`src/rtl/fp_norm_pkg.sv`:
```
// fp_norm_pkg: widths and operand/result records shared by the normalization arbiter
package fp_norm_pkg;
   localparam int SIZE_DATA = 24;
   localparam int SIZE_EXP  = 8;
   localparam int SIZE_LOPD = 5;

   typedef struct packed {
      logic [SIZE_DATA-1:0] man;
      logic [SIZE_EXP-1:0]  exp;
      logic                 sign;
      logic                 src;
   } norm_op_t;

   typedef struct packed {
      logic [SIZE_DATA-1:0] man;
      logic [SIZE_EXP-1:0]  exp;
      logic                 sign;
      logic                 src;
      logic                 zero;
      logic                 underflow;
   } norm_res_t;
endpackage

```
`src/rtl/LOPD_24bit.sv`:
```
// LOPD_24bit: 24-bit leading-one detector
//   i_data          mantissa to scan
//   o_one_position  leading-zero count from bit 23, 31 when i_data is zero
//   o_zero_flag     i_data is all zero
module LOPD_24bit (
   input  logic [23:0] i_data,
   output logic [4:0]  o_one_position,
   output logic        o_zero_flag
);
   always_comb begin
      o_one_position = 5'd31;
      for (int i = 0; i < 24; i++)
         if (i_data[i]) o_one_position = 5'(23 - i);
      o_zero_flag = i_data == '0;
   end
endmodule

```
`src/rtl/fp_norm_arbiter.sv`:
```
// fp_norm_arbiter: two-lane round-robin scheduler sharing one leading-one detector and shifter
//   i_clk, i_rst                 clock, asynchronous active-high reset
//   i_reqN_valid/o_reqN_ready    per-lane request handshake
//   i_reqN_man/exp/sign          per-lane unnormalized operand
//   o_valid/i_ready              result handshake
//   o_man/o_exp/o_sign/o_src     normalized result and its source lane
//   o_zero/o_underflow           result status
//   o_grant_cnt0/1               accepted-request counters, live only with FP_NORM_ARB_STATS_EN
module fp_norm_arbiter
   import fp_norm_pkg::*;
(
   input  logic                 i_clk,
   input  logic                 i_rst,
   input  logic                 i_req0_valid,
   input  logic                 i_req1_valid,
   output logic                 o_req0_ready,
   output logic                 o_req1_ready,
   input  logic [SIZE_DATA-1:0] i_req0_man,
   input  logic [SIZE_DATA-1:0] i_req1_man,
   input  logic [SIZE_EXP-1:0]  i_req0_exp,
   input  logic [SIZE_EXP-1:0]  i_req1_exp,
   input  logic                 i_req0_sign,
   input  logic                 i_req1_sign,
   output logic                 o_valid,
   input  logic                 i_ready,
   output logic [SIZE_DATA-1:0] o_man,
   output logic [SIZE_EXP-1:0]  o_exp,
   output logic                 o_sign,
   output logic                 o_src,
   output logic                 o_zero,
   output logic                 o_underflow,
   output logic [15:0]          o_grant_cnt0,
   output logic [15:0]          o_grant_cnt1
);
   logic                 adv, grant0, grant1, accept, uf;
   logic                 last_q, last_d;
   logic                 s1_valid_q, s1_valid_d;
   logic                 o_valid_q, o_valid_d;
   norm_op_t             op0, op1, s1_q, s1_d;
   norm_res_t            res, res_q, res_d;
   logic [SIZE_LOPD-1:0] lz, sh;
   logic [SIZE_EXP-1:0]  lz_ext;
   logic                 zero;

   LOPD_24bit u_lopd (
      .i_data         (s1_q.man),
      .o_one_position (lz),
      .o_zero_flag    (zero)
   );

   always_comb begin
      adv          = !o_valid_q | i_ready;
      // last_q=1 means lane 1 was granted last, so lane 0 wins a tie
      grant0       = i_req0_valid & (!i_req1_valid | last_q);
      grant1       = i_req1_valid & (!i_req0_valid | !last_q);
      o_req0_ready = adv & grant0 & !i_rst;
      o_req1_ready = adv & grant1 & !i_rst;
      accept       = o_req0_ready | o_req1_ready;
      last_d       = accept ? o_req1_ready : last_q;
      op0          = '{man: i_req0_man, exp: i_req0_exp, sign: i_req0_sign, src: 1'b0};
      op1          = '{man: i_req1_man, exp: i_req1_exp, sign: i_req1_sign, src: 1'b1};
      s1_valid_d   = adv ? (i_req0_valid | i_req1_valid) : s1_valid_q;
      s1_d         = !adv ? s1_q : o_req1_ready ? op1 : op0;
      lz_ext       = {{(SIZE_EXP-SIZE_LOPD){1'b0}}, lz};
      uf           = !zero & (lz_ext > s1_q.exp);
      // on underflow exp < lz <= 23, so it fits the shift-amount width
      sh           = uf ? s1_q.exp[SIZE_LOPD-1:0] : lz;
      res.man       = zero ? '0 : s1_q.man << sh;
      res.exp       = (zero | uf) ? '0 : s1_q.exp - lz_ext;
      res.sign      = s1_q.sign;
      res.src       = s1_q.src;
      res.zero      = zero;
      res.underflow = uf;
      o_valid_d    = adv ? s1_valid_q : o_valid_q;
      res_d        = (adv & s1_valid_q) ? res : res_q;
   end

   always_ff @(posedge i_clk or posedge i_rst) begin
      if (i_rst) begin
         last_q     <= 1'b1;
         s1_valid_q <= 1'b0;
         s1_q       <= '0;
         o_valid_q  <= 1'b0;
         res_q      <= '0;
      end else begin
         last_q     <= last_d;
         s1_valid_q <= s1_valid_d;
         s1_q       <= s1_d;
         o_valid_q  <= o_valid_d;
         res_q      <= res_d;
      end
   end

   assign o_valid     = o_valid_q;
   assign o_man       = res_q.man;
   assign o_exp       = res_q.exp;
   assign o_sign      = res_q.sign;
   assign o_src       = res_q.src;
   assign o_zero      = res_q.zero;
   assign o_underflow = res_q.underflow;

`ifdef FP_NORM_ARB_STATS_EN
   logic [15:0] cnt0_q, cnt0_d, cnt1_q, cnt1_d;

   always_comb begin
      cnt0_d = (o_req0_ready && cnt0_q != 16'hFFFF) ? cnt0_q + 16'd1 : cnt0_q;
      cnt1_d = (o_req1_ready && cnt1_q != 16'hFFFF) ? cnt1_q + 16'd1 : cnt1_q;
   end

   always_ff @(posedge i_clk or posedge i_rst) begin
      if (i_rst) begin
         cnt0_q <= '0;
         cnt1_q <= '0;
      end else begin
         cnt0_q <= cnt0_d;
         cnt1_q <= cnt1_d;
      end
   end

   assign o_grant_cnt0 = cnt0_q;
   assign o_grant_cnt1 = cnt1_q;
`else
   assign o_grant_cnt0 = '0;
   assign o_grant_cnt1 = '0;
`endif
endmodule

```
`config.mk`:
```
export PLATFORM = sky130hd
export DESIGN_NAME = fp_norm_arbiter
export DESIGN_NICKNAME = d
export VERILOG_FILES = /design/src/rtl/fp_norm_pkg.sv /design/src/rtl/LOPD_24bit.sv /design/src/rtl/fp_norm_arbiter.sv
export SDC_FILE = /design/constraint.sdc
export NUM_CORES = 1
export LEC_CHECK = 0
export CORE_ASPECT_RATIO = 0.9
export CORE_UTILIZATION = 30
export DETAILED_ROUTE_END_ITERATION = 8
export SYNTH_ARGS = -nofsm -noshare
export SYNTH_HDL_FRONTEND = slang
export SYNTH_SLANG_ARGS = --single-unit
```
`constraint.sdc`:
```
create_clock -name i_clk -period 10.2 [get_ports i_clk]
set_clock_uncertainty 0.15 [all_clocks]
set_input_delay 1.02 -clock i_clk [delete_from_list [all_inputs] [get_ports i_clk]]
set_output_delay 1.02 -clock i_clk [all_outputs]
set_load 0.02 [all_outputs]
```
==> summary.md, run 1 <==
| Metric | Value |
|---|---|
| Hold/Removal Path Class | `reg2reg` |
| RSZ-0062 raised after global routing | `false` |
| R2R Setup Slk | `5.21 ns` |
| Async set-reset flop share out of synthesis | `1.000` |
| Hpwl dp | `roughly 9700 um` |
| Post-synth top cells | `mux2i_1 (83), dfrtp_1 (72), nand2_1 (70)` |
| Yosys top cell area share | `0.3634` |
| Initial antenna violation count | `0` |
| GRT Overall Usage | `0.1612` |
| Vias/cell | `around 5.0` |
| WP data required | `between 10 and 15 ns` |
| Layout cells sized above 1 | `0.07267` |
| Switching share of power | `0.3801` |
| #FFs+latches synth | `73` |
| Root Buffer | `clkbuf_16` |
| Area occupied by multi-input gates | `around 2800 um^2` |
| DR vias | `4186` |
| Reg area | `approximately 1800 um^2` |
| Final setup fails | `0` |
| Critical path class | `reg2reg` |
| Max cap viols | `0` |
| Crit. Startpoint | `s1_q[29]` |
| CP Launch Type | `register` |
| End of the worst register-to-register path | `o_man[14]` |
| Die ar. | `between 15000 and 20000 um^2` |
| Top FF cell, synth | `dfrtp_1` |
| Crit share post-route | `0.4888` |
| Core area | `about 16000 um^2` |
| Drt pass-1 iters | `5` |
| Hold Vio Cnt, Final | `0` |
| Pwr dens | `~230 nW/um^2` |
| I/O pins | `142` |
| H-tree Lvls | `3` |
| Final core occ | `0.3990` |
| DRT Wirelength | `about 13000 um` |
| First DRT Iteration DRCs | `between 300 and 400` |
| Worst path max stage delay | `between 0.5 and 0.6 ns` |
| Sum Neg Setup Slack | `0 ns` |
| Clock buffer count from CTS | `9` |
| First-pass GRT wire length | `20760 um` |
| Clk_lat worst skew | `about 0.35 ns` |
| Post-CTS Hold Buffers | `0` |
| Seq/Total Area, Yosys | `0.3687` |
| Pins Over Slew Limit | `0` |
| Clock transition at path regs | `roughly 0.060 ns` |
| Bufs on Longest Clock Path | `2` |
| Initial Util | `0.3074` |
| Hold EP | `o_underflow` |
| GRT overflow | `0` |
| Worst-path fanout max | `29` |
| Average cell area after synthesis | `a little over 9 um^2` |
| Psw | `around 0.56 mW` |
| Peak VDD IR | `0.0001261 V` |
| Kind of end point of the critical path | `register` |
| Area Overhead vs Synth | `29.80%` |
| Post-CTS setup buffers | `0` |
| P_leak | `2.656 nW` |
| Minimum clock period | `~5 ns` |
| Post-Syn Area | `between 4000 and 5000 um^2` |
| Std cell rows | `between 40 and 50` |
| Pin count of the biggest net entering global routing | `74` |
| HP Start | `o_underflow` |
| Main area contributors after synthesis | `dfrtp_1 (36%), mux2i_1 (17%), o21ai_0 (6.4%), nand2_1 (5.3%), buf_4 (5.1%)` |
| R2R depth | `16` |
| Worst-margin pin slew | `~0.93 ns` |
| DRC viols | `0` |
| FMAX | `between 0.2 and 0.25 GHz` |
| Power share of the combinational group | `0.448` |
| Nets | `just over 700` |
| Clk pwr share | `0.240` |
| Layout fillers | `between 1500 and 2000` |
| R2r startpoint | `s1_q[29]` |
| Biggest area consumer among synthesized cells | `dfrtp_1` |
| Hold path depth | `2` |
| Clock sinks | `73` |
| Seq pwr share | `0.312` |
| Die H | `around 120 um` |
| Yosys cell types | `57` |
| Most frequent cell after synthesis | `mux2i_1` |
| Post-synth EDFFs | `0` |
| Internal | `approximately 0.91 mW` |
| Slew headroom | `0.3767` |
| CTS tree | `built` |
| Outcome | `finished, final reports clean` |
| GPL Wtd Cong | `between 0.8 and 0.9` |
| Post-CTS Resized | `0` |
| Routed WL per cell | `~15 um` |
| Vias in the first global route | `a little under 4000` |
| Port bufs | `~110` |
| Worst path slowest cell | `dfrtp_1` |
| Data arrival, critical path | `roughly 5.1 ns` |
| Mapped Cells | `between 500 and 600` |
| # diodes | `0` |
| Synth warnings | `0` |
| Critical path cell sequence | `nor4_1, o21ai_0, o21bai_1, ha_1, inv_1, fa_1, a211oi_1, o21a_1, o21a_1, o32a_1, buf_4, mux2i_1, mux2i_1, mux2_2, a22oi_1, o21ai_1` |
| Detail Route Antenna Nets | `0` |
| Die X | `approximately 140 um` |
==> critical path: cells and delay by family, from the launching register on <==
family          cells  cell delay [ns]
compound gates      8             1.85
fa+ha+maj           2             0.67
buf+inv             2             0.42
flops               1             0.51
mux                 3             0.95
simple gates        1             0.29
==> per-stage QoR <==
stage	cell area (um^2)	std cells	hold slack (ns)	power, mW	setup WS, ns
final	6436	840	0.3212	1.468	5.215
after global routing	6436	840	0.3484	1.563	4.826
after CTS	6436	840	0.3276	1.482	5.235
after detailed placement	6096	824	0.3140	1.122	5.274
after global placement	6096	824	0.3050	1.113	5.325
after floorplan	5075	569	0.2958	0.8785	6.164
==> cell families (layout without fill, tap and decap cells) <==
logic type | after synthesis | after routing | synth area share
other | 1 | 32 | 0.0007563
DFF | 73 | 73 | 0.3687
adders and majority gates | 6 | 6 | 0.01665
and+or+nand+nor | 135 | 135 | 0.1342
AOI/OAI and AO/OA | 143 | 143 | 0.1865
muxes | 92 | 92 | 0.1885
xor gates and xnor gates | 6 | 6 | 0.01060
buffers and inverters | 82 | 146 | 0.09412
==> cell type report <==
type / count / share of cell area
inverters: 13 / 0.007582
well taps: 207 / 0.04024
flip-flops and latches: 73 / 0.2840
clock buffers: 12 / 0.04141
multi-input cells: 414 / 0.4364
repair buffers: 117 / 0.1788
clock inverters: 4 / 0.01147
==> layer usage <==
metal | global-route usage | vias up | wire length [um]
met5 | 0 | - | 0
met4 | 0.05563 | 0 | 191
met3 | 0.03867 | 16 | 682
met2 | 0.2428 | 138 | 5668
met1 | 0.2241 | 1977 | 6335
li1 | - | 2055 | -
==> registers in the layout, indices dropped and copies added, names as in the netlist <==
register	cells
s1_valid_q	1
o_valid	1
o_src	1
o_man	24
o_exp	8
o_zero	1
last_q	1
o_sign	1
o_underflow	1
s1_q	32
res	2
==> power groups by stage <==
stage,Combinational [mW],Clock (mW),Sequential [mW]
2_1_floorplan,0.369,0,0.510
3_3_place_gp,0.652,0,0.461
3_5_place_dp,0.657,0,0.465
4_1_cts,0.659,0.364,0.459
5_1_grt,0.718,0.374,0.471
6_report,0.657,0.353,0.458
==> cell usage in the layout, fill, tap and decap left out, types with 6 or more instances in the layout <==
cell / netlist / routed
inv_1: 13 / 12
mux2_2: 8 / 8
a22oi_1: 6 / 6
nand2_1: 70 / 70
dfrtp_1: 72 / 72
conb_1: 1 / 32
mux2i_1: 83 / 82
a21oi_1: 13 / 13
nor2b_1: 7 / 6
nor2_1: 28 / 28
a21o_1: 7 / 7
o21ai_0: 63 / 63
clkdlybuf4s50_1: 0 / 109
a22o_1: 6 / 6
clkbuf_16: 0 / 9
nor3_1: 6 / 6
nand2b_1: 7 / 7
buf_4: 34 / 8
==> worst max-delay path by stage <==
stage	to	slack [ns]
floorplan	o_man[19]	6.16
global placement	o_man[19]	5.33
detailed placement	o_man[14]	5.27
CTS	o_man[14]	5.24
global route	o_man[23]	4.83
finish	o_man[14]	5.21
Power figures use the tool's default switching activity.
==> run 2, diff against run 1 <==
==> constraint.sdc (replaced) <==
create_clock -name i_clk -period 4.5 [get_ports i_clk]
set_clock_uncertainty 0.15 [all_clocks]
set_input_delay 0.45 -clock i_clk [delete_from_list [all_inputs] [get_ports i_clk]]
set_output_delay 0.45 -clock i_clk [all_outputs]
set_load 0.02 [all_outputs]
==> run 2 against run 1 <==
  * Maximum frequency increased by 17%
  * Non-clock buffer count increased by 19
  * Clock power increased by 130%
  * Clock-buffer cell count decreased by 1
  * Combinational power increased by 140%
  * Sequential power increased by 120%
  * Global-route usage increased by 0.33 points
  * Hold slack improved by 0.0044 ns
  * Via count increased by 0.22%
  * Critical path type unchanged
  * Critical endpoint unchanged
==> summary.md, run 2 (synthesis gave the netlist of run 1 again) <==
| Metric | Value |
|---|---|
| Die X | `roughly 140 um` |
| RSZ-0062 raised after global routing | `false` |
| Initial antenna violation count | `0` |
| Layout fillers | `approximately 1600` |
| Switching share of power | `0.3768` |
| Crit share post-route | `0.9475` |
| Core area | `16130 um^2` |
| P_leak | `~2.8 nW` |
| First-pass GRT wire length | `between 20000 and 25000 um` |
| Pin count of the biggest net entering global routing | `approximately 70` |
| FMAX | `approximately 0.23 GHz` |
| Initial Util | `0.3074` |
| Clk pwr share | `0.236` |
| Peak VDD IR | `0.0003181 V` |
| Largest register FFs | `32` |
| Final setup fails | `0` |
| Die H | `about 120 um` |
| Std cell rows | `44` |
| Commonest non-fill, non-tap cell in the layout | `clkdlybuf4s50_1` |
| CP Launch Type | `register` |
| GPL Wtd Cong | `between 0.8 and 0.9` |
| Clk_lat worst skew | `~0.34 ns` |
| DRC viols | `0` |
| CTS tree | `built` |
| # diodes | `0` |
| Drt pass-1 iters | `7` |
| Slew headroom | `0.3477` |
| Worst-margin pin slew | `between 0.9 and 1 ns` |
| Min Hold Slack | `~0.33 ns` |
| Bufs on Longest Clock Path | `2` |
| Kind of end point of the critical path | `register` |
| Area Overhead vs Synth | `34.67%` |
| Placed insts | `between 800 and 900` |
| Worst-path fanout max | `17` |
| Data arrival, critical path | `4.34 ns` |
| Nets | `between 700 and 800` |
| H-tree Lvls | `3` |
| Biggest register | `s1_q` |
| Critical path cell sequence | `nand2b_1, a221o_1, a221oi_1, o21bai_2, ha_1, inv_1, fa_2, a211oi_2, o21a_1, o21a_1, o32a_1, buf_12, mux2i_1, mux2i_1, mux2_2, a22oi_1, o21ai_1` |
| Worst path slowest cell | `dfrtp_1` |
| Post-Layout Cell Count | `859` |
| Root Buffer | `clkbuf_16` |
| Hold Vio Cnt, Final | `0` |
| WP data required | `roughly 4.6 ns` |
| Max cap viols | `0` |
| Final instance area | `about 6700 um^2` |
| Clock buffer count from CTS | `9` |
| Worst path max stage delay | `0.43 ns` |
| Seq pwr share | `0.297` |
| Family with the most delay on the worst path | `compound AO/OA/AOI/OAI gates` |
| Clock transition at path regs | `0.06 ns` |
| GRT overflow | `0` |
| Power share of the combinational group | `0.466` |
| Critical path class | `reg2reg` |
| Hpwl dp | `approximately 10000 um` |
| DRT Wirelength | `roughly 13000 um` |
| Layout cells sized above 1 | `0.1150` |
| Outcome | `finished, final reports clean` |
| Routed WL per cell | `between 15 and 20 um` |
| GRT Overall Usage | `0.1645` |
| Pwr dens | `515.5 nW/um^2` |
| Vias in the first global route | `4075` |
| Post-CTS Hold Buffers | `0` |
| DR vias | `~4200` |
| Vias/cell | `a little under 5` |
| Sum Neg Setup Slack | `0 ns` |
| Hold/Removal Path Class | `reg2reg` |
| Detail Route Antenna Nets | `0` |
| Pins Over Slew Limit | `0` |
| Commonest non-fill, non-tap cells in the layout | `clkdlybuf4s50_1 (109), mux2i_1 (77), dfrtp_1 (72), nand2_1 (70), o21ai_0 (62)` |
| Crit path buffers/inverters | `2` |
| Clock sinks | `73` |
| Die ar. | `roughly 17000 um^2` |
| Placement Cell Area | `between 6000 and 7000 um^2` |
| Minimum clock period | `4.264 ns` |
| Psw | `approximately 1.3 mW` |
| Internal | `between 2 and 2.5 mW` |
| Port bufs | `around 110` |
| I/O pins | `about 140` |
| First DRT Iteration DRCs | `251` |
## run 2: worst register-to-register path, cell delays in order, from the launching register on
cell,delay (ns)
dfrtp_1,0.43
nand2b_1,0.16
a221o_1,0.29
a221oi_1,0.34
o21bai_2,0.14
ha_1,0.20
inv_1,0.09
fa_2,0.26
a211oi_2,0.10
o21a_1,0.22
o21a_1,0.14
o32a_1,0.39
buf_12,0.17
mux2i_1,0.29
mux2i_1,0.23
mux2_2,0.32
a22oi_1,0.14
o21ai_1,0.08
## run 2: path summary, 6_finish.rpt
kind                           from         to  slack, ns  depth (start not counted)
max in group asynchronous     i_rst  o_man[19]       2.69                          3
hold / removal               res[2]     res[2]       0.33                          1
min in group asynchronous     i_rst   s1_q[24]       0.59                          2
setup / recovery           s1_q[12]  o_man[14]       0.24                         17
hold reg to reg              res[2]     res[2]       0.33                          1
setup reg to reg           s1_q[12]  o_man[14]       0.24                         17
## run 2: repair_timing
item	4_1_cts	5_1_grt
resized for setup	1	14
endpoints found under the setup margin	6	24
pin swaps	0	4
buffers inserted	0	2
gates cloned	0	0
## run 2: metrics by stage
stage                     utilization  power (mW)  setup slack, ns
after floorplan                     -       1.991           0.4644
after global placement         0.3881       2.594          0.07356
after detailed placement       0.3881       2.615         -0.02696
after CTS                      0.4092       3.445          0.01723
after global routing           0.4140       3.667          0.04294
final                          0.4140       3.442           0.2362
## run 2: final cells by class
type	count	area, um^2	share of cell area
tap	207	259.0	0.03879
timing repair buffer	136	1335	0.1999
multi-input combinational	414	2870	0.4298
sequential	73	1828	0.2737
clock inverter	5	103.9	0.01555
clock buffer	11	232.7	0.03485
inverter	13	48.80	0.007307
## run 2: per-layer routing
| layer | track usage | part of all wire | vias to the layer above |
|---|---|---|---|
| met3 | 0.04111 | 0.046 | 18 |
| met1 | 0.2328 | 0.50 | 1967 |
| met5 | 0 | 0 | - |
| met2 | 0.2450 | 0.44 | 115 |
| li1 | - | - | 2095 |
| met4 | 0.04876 | 0.015 | 0 |
## run 2: power by group through the flow
stage	sequential (mW)	combinational, mW	clock [mW]
floorplan	1.16	0.835	0
global placement	1.02	1.57	0
detailed placement	1.03	1.58	0
finish	1.02	1.60	0.814
CTS	1.02	1.59	0.834
global route	1.06	1.75	0.865
==> run 3, diff against run 2 <==
--- a/config.mk
+++ b/config.mk
@@ -11,3 +11,4 @@
 export SYNTH_ARGS = -nofsm -noshare
 export SYNTH_HDL_FRONTEND = slang
 export SYNTH_SLANG_ARGS = --single-unit
+export TNS_END_PERCENT = 100
==> results of run 3 <==
Final layout, timing and power as in run 2 (identical DEF).
==> RTL edit: new RTL, settings of run 1 <==
Build with the macro `FP_NORM_ARB_STATS_EN` defined.
--- a/src/rtl/fp_norm_arbiter.sv
+++ b/src/rtl/fp_norm_arbiter.sv
@@ -6,6 +6,8 @@
 //   o_man/o_exp/o_sign/o_src     normalized result and its source lane
 //   o_zero/o_underflow           result status
 //   o_grant_cnt0/1               accepted-request counters, live only with FP_NORM_ARB_STATS_EN
+`define FP_NORM_ARB_STATS_EN
+
 module fp_norm_arbiter
    import fp_norm_pkg::*;
 (
Check against the original RTL: not equivalent (Yosys sat finds a counterexample within 4 cycles, from zero or initial values and one cycle with i_rst high).
==> RTL edit against run 1 <==
  * Setup slack worse by 0.52 ns
  * Design area up 29%
  * Core utilization grew 0.093 points
  * Global-route usage up 0.69 points
  * Area after synthesis rose by 29%
  * Sequential cell count increased by 32
  * Wire length grew 37%
  * Total power is 21% higher
  * Combinational power is 22% higher
  * Hold slack got worse by 0.0042 ns
  * Critical path type unchanged
==> RTL edit: results (changes against run 1) <==
Worst setup path
  – Worst Reg2Reg Path Length in Cells: 14 (was 16)
  – Critical Path Fanout Max: 13 (was 29)
  – Arr. time, crit path: 5.60 ns (was 5.05 ns)
  – Critical Path Slowest Stage Cell: nor2_1 (was dfrtp_1)
  – Crit-path max cell delay: 0.74 ns (was 0.51 ns)

GRT
  – Met1 usage: 25.2% (was 22.4%)
  – First-pass GRT wire length: 28500 um (was 20800 um)
  – GR Layer Usage met2: 22.8% (was 24.3%)
  – Largest net degree at the start of global routing: 54 (was 74)
  – Vias in the first global route: 5149 (was 3951)

Logic synthesis
  – Post-synthesis cell type count: 72 (was 57)
  – Synth area leaders: dfrtp_1 (41%), mux2i_1 (12%), nand2_1 (6.2%), o21ai_0 (5.3%), xnor2_1 (3.4%) (was dfrtp_1 (36%), mux2i_1 (17%), o21ai_0 (6.4%), nand2_1 (5.3%), buf_4 (5.1%))
  – Synth Area in Compound Gates: 17.0% (was 18.6%)
  – Post-synth top cells: nand2_1 (106), dfrtp_1 (104), mux2i_1 (76) (was mux2i_1 (83), dfrtp_1 (72), nand2_1 (70))
  – Sequential fraction of the synthesis area: 41.2% (was 36.9%)
  – Mux contribution to synthesized area: 14.9% (was 18.8%)
  – Post-synthesis adder-cell area fraction: 1.69% (was 1.67%)

Detailed routing
  – Drt wl/cell: 16.3 um (was 15.3 um)
  – Vias/cell: 4.95 (was 4.98)
  – Met3 wire len: 1190 um (was 682 um)
  – DRT iter0 DRCs: 425 (was 322)
  – Pre-antenna DRT Iters: 4 (was 5)
  – M1 WL: 9040 um (was 6340 um)

Placed design
  – Gp weighted congestion: 0.893 (was 0.865)
  – Setup WS pre-CTS: 4.76 ns (was 5.27 ns)
  – DP Area: 8030 um2 (was 6100 um2)
  – Number of buffers added on ports: 141 (was 109)

Run status
  – Status: finished, final reports clean (unchanged)

Pwr
  – Maximum VDD drop: 0.0000989 V (was 0.000126 V)
  – Switching Power: 0.714 mW (was 0.558 mW)
  – Pleak: 3.46 nW (was 2.66 nW)

Finish
  – Share of cells above drive strength 1: 7.53% (was 7.27%)

Clock tree
  – Worst-Skew Late Latency: 0.37 ns (was 0.35 ns)
  – Worst-path clk slew: 0.08 ns (was 0.06 ns)
[RTL edit: stage by stage]
| stage | hold WS [ns] | instances |
|---|---|---|
| 2_1_floorplan | 0.289 | 674 |
| 3_3_place_gp | 0.298 | 1067 |
| 3_5_place_dp | 0.308 | 1067 |
| 4_1_cts | 0.320 | 1083 |
| 5_1_grt | 0.345 | 1083 |
| 6_report | 0.317 | 1083 |
[RTL edit: power groups by stage]
| stage | logic [mW] | clock network (mW) | registers (mW) |
|---|---|---|---|
| CTS | 0.801 | 0.360 | 0.630 |
| detailed placement | 0.798 | 0 | 0.636 |
| finish | 0.801 | 0.352 | 0.629 |
| floorplan | 0.428 | 0 | 0.689 |
| global route | 0.867 | 0.379 | 0.648 |
| global placement | 0.796 | 0 | 0.635 |
[RTL edit: cell type report]
cell class	count	area [um2]
flip-flops and latches	105	2630
fillers	2081	12500
well taps	286	358
repair buffers	149	1470
clock inverters	6	62.6
clock buffers	10	239
multi-input cells	515	3520
inverters	12	47.5
[RTL edit: final timing paths]
check / from / to / slack [ns]
min in group asynchronous: i_rst / o_grant_cnt0[14]$_DFFE_PP0P_ / 1.04
worst min register to register: res[2]$_DFFE_PP0N_ / o_src$_DFFE_PP0P_ / 0.32
worst min-delay path: res[2]$_DFFE_PP0N_ / o_src$_DFFE_PP0P_ / 0.32
worst max-delay path: s1_q[28]$_DFFE_PP0N_ / o_man[15]$_DFFE_PP0P_ / 4.69
max in group asynchronous: i_rst / o_man[4]$_DFFE_PP0P_ / 7.71
worst max register to register: s1_q[28]$_DFFE_PP0N_ / o_man[15]$_DFFE_PP0P_ / 4.69
[RTL edit: worst reg2reg max path, delay by kind of cell (launching register included)]
kind	cells	cell delay [ns]
simple gates	5	1.52
flops	1	0.51
compound gates	7	2.32
fa+ha+maj	1	0.48
mux	1	0.43
